===== src/rtl/int_ctrl.sv =====
// int_ctrl: edge-latched, maskable, fixed-priority interrupt controller with REQ/ACK/EOI handshake
module int_ctrl #(
   parameter int NUM_SRC = 16,
   parameter int ID_W    = 4,
   parameter int DATA_W  = 16
) (
   input  logic               CLK,
   input  logic               RESET,
   input  logic [NUM_SRC-1:0] IRQ,
   input  logic               WR_EN,
   input  logic               RD_EN,
   input  logic [1:0]         ADDR,
   input  logic [DATA_W-1:0]  WDATA,
   output logic [DATA_W-1:0]  RDATA,
   output logic               INT2COR,
   output logic [ID_W-1:0]    NUM_INT,
   input  logic               INT_ACK,
   input  logic               INT_EOI
);
   typedef enum logic [1:0] {IDLE = 2'd0, REQ = 2'd1, SERVICE = 2'd2} state_t;
   state_t state_q, state_d;
   logic [NUM_SRC-1:0] irq_q, mask_q, mask_d, pend_q, pend_d, insv_q, insv_d;
   logic [NUM_SRC-1:0] wsrc, edge_v, req, pend_clr, ack_clr;
   logic [DATA_W-1:0]  rdata_q, rdata_d;
   logic [ID_W-1:0]    num_q, num_d, win;
   logic               int2cor_q, int2cor_d, ack;
   always_comb begin
      win = '0;
      for (int i = NUM_SRC - 1; i >= 0; i--)
         if (req[i]) win = ID_W'(i);
   end
   always_comb begin
      wsrc      = WDATA[NUM_SRC-1:0];
      edge_v    = IRQ & ~irq_q;
      req       = pend_q & mask_q;
      ack       = (state_q == REQ) && INT_ACK;
      ack_clr   = ack ? (NUM_SRC'(1) << num_q) : '0;
      mask_d    = (WR_EN && ADDR == 2'd0) ? wsrc : mask_q;
      pend_clr  = (WR_EN && ADDR == 2'd1) ? wsrc : '0;
      // a fresh edge always survives a same-cycle clear
      pend_d    = (pend_q & ~pend_clr & ~ack_clr) | edge_v;
      state_d   = state_q;
      int2cor_d = int2cor_q;
      num_d     = num_q;
      insv_d    = insv_q;
      case (state_q)
         IDLE: if (|req) begin
            num_d     = win;
            int2cor_d = 1'b1;
            state_d   = REQ;
         end
         REQ: if (ack) begin
            insv_d    = ack_clr;
            int2cor_d = 1'b0;
            state_d   = SERVICE;
         end else if (!(mask_d[num_q] && pend_d[num_q])) begin
            int2cor_d = 1'b0;
            state_d   = IDLE;
         end
         SERVICE: if (INT_EOI) begin
            insv_d  = '0;
            state_d = IDLE;
         end
         default: state_d = IDLE;
      endcase
      rdata_d = !RD_EN ? '0 :
                ADDR == 2'd0 ? DATA_W'(mask_q) :
                ADDR == 2'd1 ? DATA_W'(pend_q) :
                ADDR == 2'd2 ? DATA_W'(insv_q) :
                DATA_W'({state_q, num_q});
   end
   always_ff @(posedge CLK or posedge RESET) begin
      if (RESET) begin
         state_q   <= IDLE;
         irq_q     <= '0;
         mask_q    <= '0;
         pend_q    <= '0;
         insv_q    <= '0;
         rdata_q   <= '0;
         num_q     <= '0;
         int2cor_q <= 1'b0;
      end else begin
         state_q   <= state_d;
         irq_q     <= IRQ;
         mask_q    <= mask_d;
         pend_q    <= pend_d;
         insv_q    <= insv_d;
         rdata_q   <= rdata_d;
         num_q     <= num_d;
         int2cor_q <= int2cor_d;
      end
   end
   assign RDATA   = rdata_q;
   assign INT2COR = int2cor_q;
   assign NUM_INT = num_q;
endmodule


===== config.mk =====
export PLATFORM = sky130hd
export DESIGN_NAME = int_ctrl
export DESIGN_NICKNAME = d
export VERILOG_FILES = /design/src/rtl/int_ctrl.sv
export SDC_FILE = /design/constraint.sdc
export NUM_CORES = 1
export LEC_CHECK = 0
export BUFFER_PORTS_ARGS = -buffer_cell sky130_fd_sc_hd__buf_2
export CAP_MARGIN = 20
export CORE_UTILIZATION = 64
export CTS_BUF_LIST = sky130_fd_sc_hd__clkbuf_2 sky130_fd_sc_hd__clkbuf_4 sky130_fd_sc_hd__clkbuf_8
export CTS_CLUSTER_DIAMETER = 60
export DETAILED_ROUTE_END_ITERATION = 12
export GPL_TIMING_DRIVEN = 1
export HOLD_SLACK_MARGIN = 0.06
export PLACE_DENSITY = 0.93
export SLEW_MARGIN = 40
export SYNTH_ARGS = -nofsm -noshare
export SYNTH_HDL_FRONTEND = slang
export SYNTH_SLANG_ARGS = --single-unit

===== constraint.sdc =====
create_clock -name CLK -period 3.97 [get_ports CLK]
set_input_delay 0 -clock CLK [delete_from_list [all_inputs] [get_ports CLK]]
set_output_delay 0 -clock CLK [all_outputs]
set_load 0.01 [all_outputs]

==> summary.md, run 1 <==
| Metric | Value |
|---|---|
| Status | completed |
| Met3 GRT Util | 7.157% |
| Final Net Count | 525 |
| Synthesis-stage register bit count | 87 |
| Final setup fails | 0 |
| Period utilization | 71.22% |
| Min-Delay Path Class | in -> reg |
| Initial Util | 66.03% |
| Max-slew violations | 0 |
| Vias | 3729 |
| Die Area | 6879 sq um |
| Final core utilization | 81.28% |
| F_max | 353.7 MHz |
| CP required | 4210 ps |
| Clk slew on worst S/H paths | 90 ps |
| CTS tree | done |
| Sink Count | 87 |
| Placed Area | 4544 sq um |
| DR WL/cell | 20.79 um |
| Synth area leader | dfrtp_1 |
| Vias in the first global route | 3556 |
| Synth Area per Inst | 10.67 sq um |
| Synth top cells by count | 87 x dfrtp_1, 51 x nand2_1, 34 x o21ai_0 |
| Die Y-Extent | 82.94 um |
| Core Area | 6350 sq um |
| Gr usage total | 36.40% |
| Slew margin rel. | 42.95% |
| Peak VDD IR | 0.4535 mV |
| Remaining global-route overflow | 0 |
| DRT Wirelength | 11790 um |
| GRT met1 Usage | 51.14% |
| Post-synth top flop | dfrtp_1 |
| Critical path class | reg -> reg |
| Gp weighted congestion | 0.9697 |
| Final Hold Fails | 0 |
| DP Worst Slack | 1240 ps |
| Met2 usage | 56.18% |
| TritonCTS buffer count | 9 |
| Slew of the pin with the lowest slew margin | 853.9 ps |
| Final HPWL DP | 7812 um |
| Post-route minimum period | 2828 ps |
| Top-area cell type share of the netlist area | 51.92% |
| Global-route wire length before repair | 19020 um |
| Register area share after synthesis | 51.92% |
| Layout Cells excl Fill | 567 |
| Layout cells sized above 1 | 22.45% |
| Crit path launch type | register |
| Pin count of the biggest net entering global routing | 49 |
| Clock Tree Root | clkbuf_8 |
| Max Clock Skew | 10.45 ps |
| Site Rows | 29 |
| Synthesis Warnings | 0 |
| H-tree lvl count | 3 |
| Ant diodes | 0 |
| Crit path max fanout | 21 |
| Pleak | 2.399 nW |
| Postcts setup bufs | 0 |
| Die width | 82.94 um |
| Initial antenna violation count | 0 |
| Most Crowded Layer GR | met2 |
| Max_cap viols | 0 |
| Pre-Repair DR Iteration Count | 6 |
| Iter 0 DRT Violations | 498 |
| Count of input and output buffers | 60 |
| Finished Cell Area | 5161 sq um |
| Number of synthesized flops with an enable pin | 0 |
| Placed insts | 515 |
| Post-route setup slack | 1142 ps |
| Area growth from synthesis to layout | 23.10% |
| DRC | 0 |
| Fin Setup TNS | 0 ps |
| Crit end category | register |
| Data arrival time at the worst-slack endpoint | 3070 ps |
| Yosys cell types | 58 |
| Post-Syn Nets | 433 |
| Mapped Cells | 393 |
| Synthesized area | 4193 sq um |
| Synth area leaders | dfrtp_1 52%, nand2_1 4.6%, o21ai_0 4.1%, mux4_2 3.8%, mux2i_1 3.3% |
| DRT antenna net count | 0 |
| Via/cell ratio | 6.577 |
| I/O Pins | 61 |
| RSZ-0062 raised after global routing | no |
| Clk Latency, worst-skew pair | 350 ps |
| Most frequent cell after synthesis | dfrtp_1 |
| Synth async-reset ratio | 100.0% |
| PD cells | 590.8 nW/um^2 |
| CTS max path bufs | 2 |
==> worst max-delay path: stages, from the launching register on <==
cell      delay (ps)
dfrtp_1          830
nand2_1          490
or3_1            500
a32oi_1          300
o221a_2          230
o311ai_1         100
a31oi_1          190
o21ai_1           70
==> sequential cells by signal, summed over array words and instances, names as in the netlist <==
register / flops
mask_q: 16
pend_q: 16
insv_q: 16
NUM_INT: 4
irq_q: 16
RDATA: 16
INT2COR: 1
state_q: 2
==> where the power goes <==
group          internal, mW  switching, mW  leakage (nW)
clock network         0.453          0.310         0.130
registers              1.06          0.252          1.05
logic                 0.414          0.560          1.22
total                  1.93           1.12          2.40
==> area by class of cell <==
type                       count  area (sq um)
sequential                    87          2177
multi-input combinational    259          1842
fill                         376          1189
timing repair buffer          98         675.6
clock buffer                  11         151.4
inverter                      30         115.1
clock inverter                 5         103.9
tap                           77         96.34
==> per-layer routing <==
metal / routed length (um) / vias to the layer above
li1: - / 1595
met1: 4518 / 1790
met2: 5528 / 287
met3: 1295 / 57
met4: 443 / 0
met5: 0 / -
==> worst paths after layout <==
| path | slack [ps] | start | end | cells past startpoint |
|---|---|---|---|---|
| max in group asynchronous | 2740 | RESET | irq_q[0]$_DFF_PP0_ | 4 |
| setup / recovery | 1140 | NUM_INT[1]$_DFFE_PP0P_ | INT2COR$_DFFE_PP0P_ | 7 |
| setup reg to reg | 1140 | NUM_INT[1]$_DFFE_PP0P_ | INT2COR$_DFFE_PP0P_ | 7 |
| hold reg to reg | 440 | irq_q[4]$_DFF_PP0_ | pend_q[4]$_DFF_PP0_ | 1 |
| min in group asynchronous | 280 | RESET | irq_q[5]$_DFF_PP0_ | 3 |
| hold / removal | 130 | WR_EN | pend_q[13]$_DFF_PP0_ | 3 |
==> metrics by stage <==
| step | hold WS, ps | total power, mW |
|---|---|---|
| after floorplan | 31.43 | 1.867 |
| after global placement | 118.9 | 2.187 |
| after detailed placement | 124.0 | 2.227 |
| after CTS | 114.2 | 3.010 |
| after global routing | 158.5 | 3.180 |
| final | 127.5 | 3.049 |
==> cell usage in the layout, fill, tap and decap left out, drive strengths merged, types with 2 or more instances in the layout <==
cell / Yosys / layout
dfrtp: 87 / 87
o22ai: 2 / 2
o21ai: 36 / 36
nor2b: 6 / 6
clkinv: 0 / 2
nand3b: 2 / 2
inv: 30 / 30
nand2b: 12 / 12
nand2: 51 / 51
o221a: 2 / 2
a22o: 3 / 3
dlygate4sd3: 0 / 36
nand3: 2 / 2
mux2: 12 / 12
or3: 3 / 3
clkbuf: 11 / 11
o311ai: 4 / 4
mux2i: 14 / 14
o211ai: 6 / 6
nor2: 5 / 5
a31oi: 3 / 3
buf: 6 / 62
a21oi: 9 / 9
and2: 18 / 18
or2: 5 / 5
a31o: 2 / 2
o221ai: 7 / 7
o31ai: 2 / 2
a32oi: 5 / 5
mux4: 7 / 7
nor3: 5 / 5
a21o: 8 / 8
o2111ai: 2 / 2
a22oi: 4 / 4
bufinv: 0 / 3
a211oi: 4 / 4
nand4b: 4 / 4
==> kinds of logic (layout without fill, tap and decap cells) <==
logic type             after synthesis  in the layout  synth area share, %
AO/OA/AOI/OAI                      107            107                17.91
buffers and inverters               47            144                4.506
flip-flops                          87             87                51.92
multiplexers                        33             33                10.50
AND/OR/NAND/NOR                    119            119                15.16
==> what timing repair did <==
action	4_1_cts	5_1_grt
gates resized for setup	0	0
hold buffers	36	0
hold endpoints to repair	113	0
Power figures use the tool's default switching activity.
==> run 2: changes to the inputs <==
--- a/config.mk
+++ b/config.mk
@@ -5,15 +5,16 @@
 export SDC_FILE = /design/constraint.sdc
 export NUM_CORES = 1
 export LEC_CHECK = 0
+export ABC_AREA = 1
 export BUFFER_PORTS_ARGS = -buffer_cell sky130_fd_sc_hd__buf_2
 export CAP_MARGIN = 20
-export CORE_UTILIZATION = 64
+export CORE_UTILIZATION = 54
 export CTS_BUF_LIST = sky130_fd_sc_hd__clkbuf_2 sky130_fd_sc_hd__clkbuf_4 sky130_fd_sc_hd__clkbuf_8
 export CTS_CLUSTER_DIAMETER = 60
 export DETAILED_ROUTE_END_ITERATION = 12
 export GPL_TIMING_DRIVEN = 1
 export HOLD_SLACK_MARGIN = 0.06
-export PLACE_DENSITY = 0.93
+export PLACE_DENSITY = 0.84
 export SLEW_MARGIN = 40
 export SYNTH_ARGS = -nofsm -noshare
 export SYNTH_HDL_FRONTEND = slang
==> constraint.sdc (replaced) <==
create_clock -name CLK -period 2.57 [get_ports CLK]
set_input_delay 0 -clock CLK [delete_from_list [all_inputs] [get_ports CLK]]
set_output_delay 0 -clock CLK [all_outputs]
set_load 0.01 [all_outputs]
==> run 2 against run 1 <==
Setup slack lost 650 ps; first-iteration DRC count decreased by 0.40%; sequential cell count is the same; sequential power is 40% higher; power increased by 46%; clock skew rose by 0.61 ps; synthesized cell count rose by 40%; largest cell class unchanged; highest routed layer unchanged.
==> summary.md, run 2 <==
| Metric | Value |
|---|---|
| Die width | 90.85 um |
| Remaining global-route overflow | 0 |
| Final setup fails | 0 |
| Period utilization | 80.96% |
| CP required | 2830 ps |
| Mapped Cells | 551 |
| CTS tree | done |
| Synth area leader | dfrtp_1 |
| TritonCTS buffer count | 9 |
| Crit path launch type | register |
| Pin count of the biggest net entering global routing | 49 |
| Global-route wire length before repair | 20580 um |
| Hold path cells | 3 |
| Clk slew on worst S/H paths | 90 ps |
| Crit end category | register |
| Number of synthesized flops with an enable pin | 0 |
| H-tree lvl count | 3 |
| I/O Pins | 61 |
| Commonest non-fill, non-tap cell in the layout | nand2_1 |
| Largest stage delay, worst path | 470 ps |
| Worst R2R Start | NUM_INT[0]$_DFFE_PP0P_ |
| F_max | 480.6 MHz |
| Final Net Count | 694 |
| Crit path max fanout | 8 |
| Data arrival time at the worst-slack endpoint | 2340 ps |
| Resized cells post-CTS | 0 |
| WHS Endpoint | mask_q[3]$_DFF_PP0_ |
| Post-Syn Nets | 591 |
| Die Area | 8254 sq um |
| Layout Cells excl Fill | 761 |
| Layout cells sized above 1 | 15.48% |
| Worst R2R Setup Slack | 490 ps |
| Multi-input logic area | 1694 sq um |
| Initial antenna violation count | 0 |
| DP Worst Slack | 582.9 ps |
| Die Y-Extent | 90.85 um |
| Post-route minimum period | 2081 ps |
| Max_cap viols | 0 |
| Slew of the pin with the lowest slew margin | 711.8 ps |
| Most frequent cell after synthesis | nand2_1 |
| CP cell instances | nor2_4, inv_1, nor2_1, nand2_1, nand2_1, nand3_1, nand2_1, nor2_1, nand2_1, nand3_2, nand3_2, nand2_1, nand2_1, nand2_1 |
| Sink Count | 87 |
| PD cells | 844.3 nW/um^2 |
| Final HPWL DP | 9022 um |
| Gp weighted congestion | 1.022 |
| Layout fillers | 648 |
| Synthesis Warnings | 0 |
| Placed insts | 707 |
| Max-slew violations | 0 |
| Post-synth top flop | dfrtp_1 |
| Initial Util | 55.45% |
| Post-route setup slack | 489.3 ps |
| Critical path class | reg -> reg |
| Commonest non-fill, non-tap cells in the layout | 195 x nand2_1, 87 x dfrtp_1, 78 x inv_1 |
| Clock Tree Root | clkbuf_8 |
| Synth area leaders | dfrtp_1 51%, nand2_1 17%, inv_1 7.0%, nand3_1 5.5%, o21ai_0 4.8% |
| Top Layer Used | met4 |
| Synth top cells by count | 196 x nand2_1, 87 x dfrtp_1, 79 x inv_1 |
| WHS | 78.81 ps |
| Vias | 4258 |
| CTS max path bufs | 2 |
| Reg2Reg Depth | 14 |
| Synth Area per Inst | 7.737 sq um |
| Pre-Repair DR Iteration Count | 6 |
| Clk Latency, worst-skew pair | 370 ps |
| DRT met1 WL | 5180 um |
| Met3 WL | 1332 um |
| Peak VDD IR | 0.5452 mV |
| Sequential Area | 2177 sq um |
| Ant diodes | 0 |
| Crit path top cell by count | nand2_1 |
| RSZ-0062 raised after global routing | no |
| Min-Delay Path Class | in -> reg |
| Count of input and output buffers | 60 |
| Register area share after synthesis | 51.07% |
| Final Hold Fails | 0 |
| Reg-to-Reg End | INT2COR$_DFFE_PP0P_ |
| Max Clock Skew | 11.06 ps |
| DRT Wirelength | 12650 um |
| Site Rows | 32 |
| Via/cell ratio | 5.595 |
| Routed met2 length | 5731 um |
| Fin Setup TNS | 0 ps |
| Design Power | 4.454 mW |
| Synthesized area | 4263 sq um |
| Vias in the first global route | 4153 |
| DR WL/cell | 16.62 um |
| DRC | 0 |
| Area growth from synthesis to layout | 23.75% |
| Gr usage total | 32.72% |
| Core Area | 7687 sq um |
| Slew margin rel. | 52.49% |
| DRT antenna net count | 0 |
| Status | completed |
| Synth async-reset ratio | 100.0% |
| Start point of the worst hold path | WR_EN |
| Pleak | 2.848 nW |
| Synthesis-stage register bit count | 87 |
| CP max-delay cell | dfrtp_1 |
| Iter 0 DRT Violations | 496 |
| Yosys cell types | 25 |
| Top-area cell type share of the netlist area | 51.07% |
## run 2: cell count changes in the layout (fill, tap and decap cells not counted), sizes merged, moves of 14 or more
cell,delta
nor2,+35
nand3,+50
inv,+51
nand2,+149
and2,-18
mux2i,-14
## run 2: worst max path at each step
stage / from / cells past startpoint / to / slack (ps)
final: NUM_INT[0]$_DFFE_PP0P_ / 14 / INT2COR$_DFFE_PP0P_ / 490
after global routing: NUM_INT[0]$_DFFE_PP0P_ / 14 / INT2COR$_DFFE_PP0P_ / 310
after CTS: NUM_INT[0]$_DFFE_PP0P_ / 14 / INT2COR$_DFFE_PP0P_ / 570
after detailed placement: NUM_INT[0]$_DFFE_PP0P_ / 14 / INT2COR$_DFFE_PP0P_ / 580
after global placement: NUM_INT[0]$_DFFE_PP0P_ / 14 / INT2COR$_DFFE_PP0P_ / 560
after floorplan: RESET / 1 / INT2COR$_DFFE_PP0P_ / 320
## run 2: layout make-up
cell class,count,share of cell area (%)
well taps,102,2.419
flip-flops and latches,87,41.27
clock buffers,10,2.491
inverters,82,5.882
repair buffers,104,13.76
multi-input cells,370,32.12
clock inverters,6,2.064
## run 2: layer usage
| metal | global-route usage (%) | vias up |
|---|---|---|
| met3 | 5.976 | 42 |
| met4 | 15.21 | 0 |
| met5 | 0 | - |
| met2 | 50.19 | 294 |
| li1 | - | 1950 |
| met1 | 45.21 | 1972 |
## run 2: timing repair
| item | 4_1_cts | 5_1_grt |
|---|---|---|
| hold buffers | 38 | 0 |
| setup endpoints to repair | 0 | 0 |
| buffers inserted | 0 | 0 |
| endpoints found under the hold margin | 112 | 0 |
## run 2: cell families (layout without fill, tap and decap cells)
kind of cell,count (synthesis),in the layout,synth area share (%)
AND/OR/NAND/NOR,301,301,30.26
buffers and inverters,94,202,9.245
flip-flops,87,87,51.07
AO/OA/AOI/OAI,69,69,9.422
## run 2: where the power goes
part           total [mW]  switching, mW  leakage (nW)  internal (mW)
Clock                1.16          0.503         0.124          0.655
Sequential           1.83          0.210          1.06           1.62
Combinational        1.47          0.982          1.66          0.483
Total                4.45           1.70          2.85           2.76
## run 2: stage by stage
stage	util, %	cell area [sq um]
2_1_floorplan	-	4263
3_3_place_gp	60.50	4651
3_5_place_dp	60.50	4651
4_1_cts	68.57	5271
5_1_grt	68.62	5275
6_report	68.62	5275
## run 2: worst max-delay path: cells and delay by family, from the launching register on
kind	cells	cell delay, ps
buffers and inverters	1	120
AND/OR/NAND/NOR	13	1390
flip-flops	1	470
==> run 3: changes to the inputs <==
==> constraint.sdc (replaced) <==
create_clock -name CLK -period 1.9 [get_ports CLK]
set_input_delay 0 -clock CLK [delete_from_list [all_inputs] [get_ports CLK]]
set_output_delay 0 -clock CLK [all_outputs]
set_load 0.01 [all_outputs]
==> run 3 against run 2 <==
Worst hold slack lost 15 ps; fmax grew 12%; register-to-register slack lost 440 ps; largest cell class unchanged; sequential power grew 34%; critical path type unchanged; routed wire length grew 0.72%; utilization grew 2.0 points; first-iteration DRC count shrank 18%; clock skew shrank 3.5 ps; die area is the same; cell area grew 2.9%; highest routed layer unchanged; setup slack lost 440 ps; sequential cell count is the same.
==> summary.md, run 3 (same netlist as run 2, synthesis figures left out) <==
| Metric | Value |
|---|---|
| Status | completed |
| Pre-Repair DR Iteration Count | 5 |
| Sequential fraction of design power | 41.7% |
| Vias | 4222 |
| Commonest non-fill, non-tap cells in the layout | 183 x nand2_1, 85 x dfrtp_1, 77 x inv_1 |
| Ant diodes | 0 |
| P_sw | 2.330 mW |
| Remaining global-route overflow | 0 |
| PD cells | 1085 nW/um^2 |
| F_max | 539.9 MHz |
| Gp weighted congestion | 0.9599 |
| Slew margin rel. | 66.79% |
| Crit path top cell by count | nand2_1 |
| Peak VDD IR | 0.5772 mV |
| Layout fillers | 631 |
| Placed Area | 4776 sq um |
| Largest stage delay, worst path | 410 ps |
| Sink Count | 87 |
| Reg2Reg Depth | 14 |
| CTS max path bufs | 2 |
| Clk slew on worst S/H paths | 90 ps |
| Crit end category | register |
| Max Clock Skew | 7.566 ps |
| Gr usage total | 32.52% |
| Final Net Count | 710 |
| H-tree lvl count | 3 |
| Vias in the first global route | 4144 |
| Sequential Area | 2180 sq um |
| Sw Ratio | 39.56% |
| Iter 0 DRT Violations | 406 |
| GRT met1 Usage | 44.61% |
| DP Worst Slack | 0.6546 ps |
| Multi-input logic area | 1759 sq um |
| Slew of the pin with the lowest slew margin | 494.3 ps |
| Crit path launch type | register |
| Die width | 90.85 um |
| Area growth from synthesis to layout | 27.38% |
| Critical path class | reg -> reg |
| Post-route setup slack | 47.95 ps |
| Post-route minimum period | 1852 ps |
| Met3 GRT Util | 6.987% |
| RSZ-0062 raised after global routing | yes |
| Die Y-Extent | 90.85 um |
| Clock share of power | 20.7% |
| Commonest non-fill, non-tap cell in the layout | nand2_1 |
| Clock Tree Root | clkbuf_8 |
| Initial antenna violation count | 0 |
| Data arrival time at the worst-slack endpoint | 2110 ps |
| Final HPWL DP | 8803 um |
| CTS tree | done |
| CP max-delay cell | dfrtp_1 |
| Global-route wire length before repair | 20310 um |
| Count of input and output buffers | 60 |
| DR WL/cell | 16.39 um |
| Final core utilization | 70.64% |
| Core Area | 7687 sq um |
| Max_cap viols | 0 |
| Pin count of the biggest net entering global routing | 88 |
| CP required | 2160 ps |
| Site Rows | 32 |
| Period utilization | 97.48% |
| Via/cell ratio | 5.434 |
| Met2 usage | 49.12% |
| TritonCTS buffer count | 9 |
| Pint | 3.561 mW |
| Min-Delay Path Class | in -> reg |
| Pleak | 2.916 nW |
| Hold path cells | 4 |
| Layout cells sized above 1 | 20.89% |
| DRT Wirelength | 12740 um |
| I/O Pins | 61 |
| WHS | 63.85 ps |
| Die Area | 8254 sq um |
| DRC | 0 |
| Final setup fails | 0 |
| Most Crowded Layer GR | met2 |
| CP cell instances | inv_2, nand3_4, nor2_4, nand2_2, nand2_2, nand3_1, nand2_1, nor2_1, nand2_1, nand3_2, nand3_2, nand2_1, nand2_1, nand2_1 |
| Finished Cell Area | 5430 sq um |
| Clk Latency, worst-skew pair | 370 ps |
| Crit path max fanout | 8 |
| Max-slew violations | 0 |
| Combinational share of power | 37.6% |
| Final Hold Fails | 0 |
| DRT antenna net count | 0 |
| Initial Util | 55.45% |
## run 3: cell count changes in the layout (fill, tap and decap cells not counted), sizes merged
| cell | previous run | this run |
|---|---|---|
| clkinv | 4 | 3 |
| bufinv | 3 | 0 |
| clkbuf | 10 | 13 |
| clkinvlp | 0 | 2 |
| dlygate4sd3 | 38 | 37 |
| buf | 66 | 83 |
| inv | 81 | 80 |
## run 3: layer usage
layer	vias up	share of wire (%)	routed length (um)
met1	1945	42	5378
li1	1976	-	-
met3	47	9.2	1175
met2	254	45	5731
met5	-	0	0
met4	0	3.5	452
## run 3: what timing repair did
item,CTS,global route
endpoints found under the setup margin,1,3
pin swaps,1,7
gates resized for setup,0,25
buffers inserted,1,3
hold buffers,37,0
endpoints found under the hold margin,148,0
## run 3: layout make-up
cell class,instances,share of cell area (%)
Clock buffer,13,3.065
Timing Repair Buffer,120,15.99
Clock inverter,3,0.3226
Multi-Input combinational cell,370,32.40
Inverter,82,5.737
Tap cell,102,2.350
Sequential cell,87,40.14
## run 3: through the flow
| stage | setup TNS [ps] | power, mW | std cells |
|---|---|---|---|
| floorplan | 0 | 3.698 | 551 |
| finish | 0 | 5.891 | 777 |
| CTS | 0 | 5.729 | 774 |
| detailed placement | 0 | 4.429 | 720 |
| global placement | 0 | 4.382 | 720 |
| global route | -176.9 | 6.240 | 777 |
## run 3: worst max-delay path: cells and delay by family, from the launching register on
family                 cells  cell delay (ps)
buffers and inverters      1              100
AND/OR/NAND/NOR           13             1220
flip-flops                 1              410
## run 3: final timing paths
| kind | startpoint | to | slack (ps) |
|---|---|---|---|
| hold reg to reg | irq_q[3]$_DFF_PP0_ | pend_q[3]$_DFF_PP0_ | 510 |
| setup reg to reg | state_q[1]$_DFFE_PP0P_ | INT2COR$_DFFE_PP0P_ | 50 |
| max in group asynchronous | RESET | NUM_INT[0]$_DFFE_PP0P_ | 1210 |
| min in group asynchronous | RESET | RDATA[15]$_DFF_PP0_ | 290 |
| hold / removal | ADDR[1] | mask_q[1]$_DFF_PP0_ | 60 |
| setup / recovery | state_q[1]$_DFFE_PP0P_ | INT2COR$_DFFE_PP0P_ | 50 |
## run 3: power by group through the flow
stage                     registers [mW]  clock network (mW)  logic, mW
after global placement              2.45                   0       1.93
after floorplan                     2.47                   0       1.23
final                               2.46                1.22       2.21
after detailed placement            2.47                   0       1.95
after global routing                2.49                1.30       2.45
after CTS                           2.43                1.24       2.06
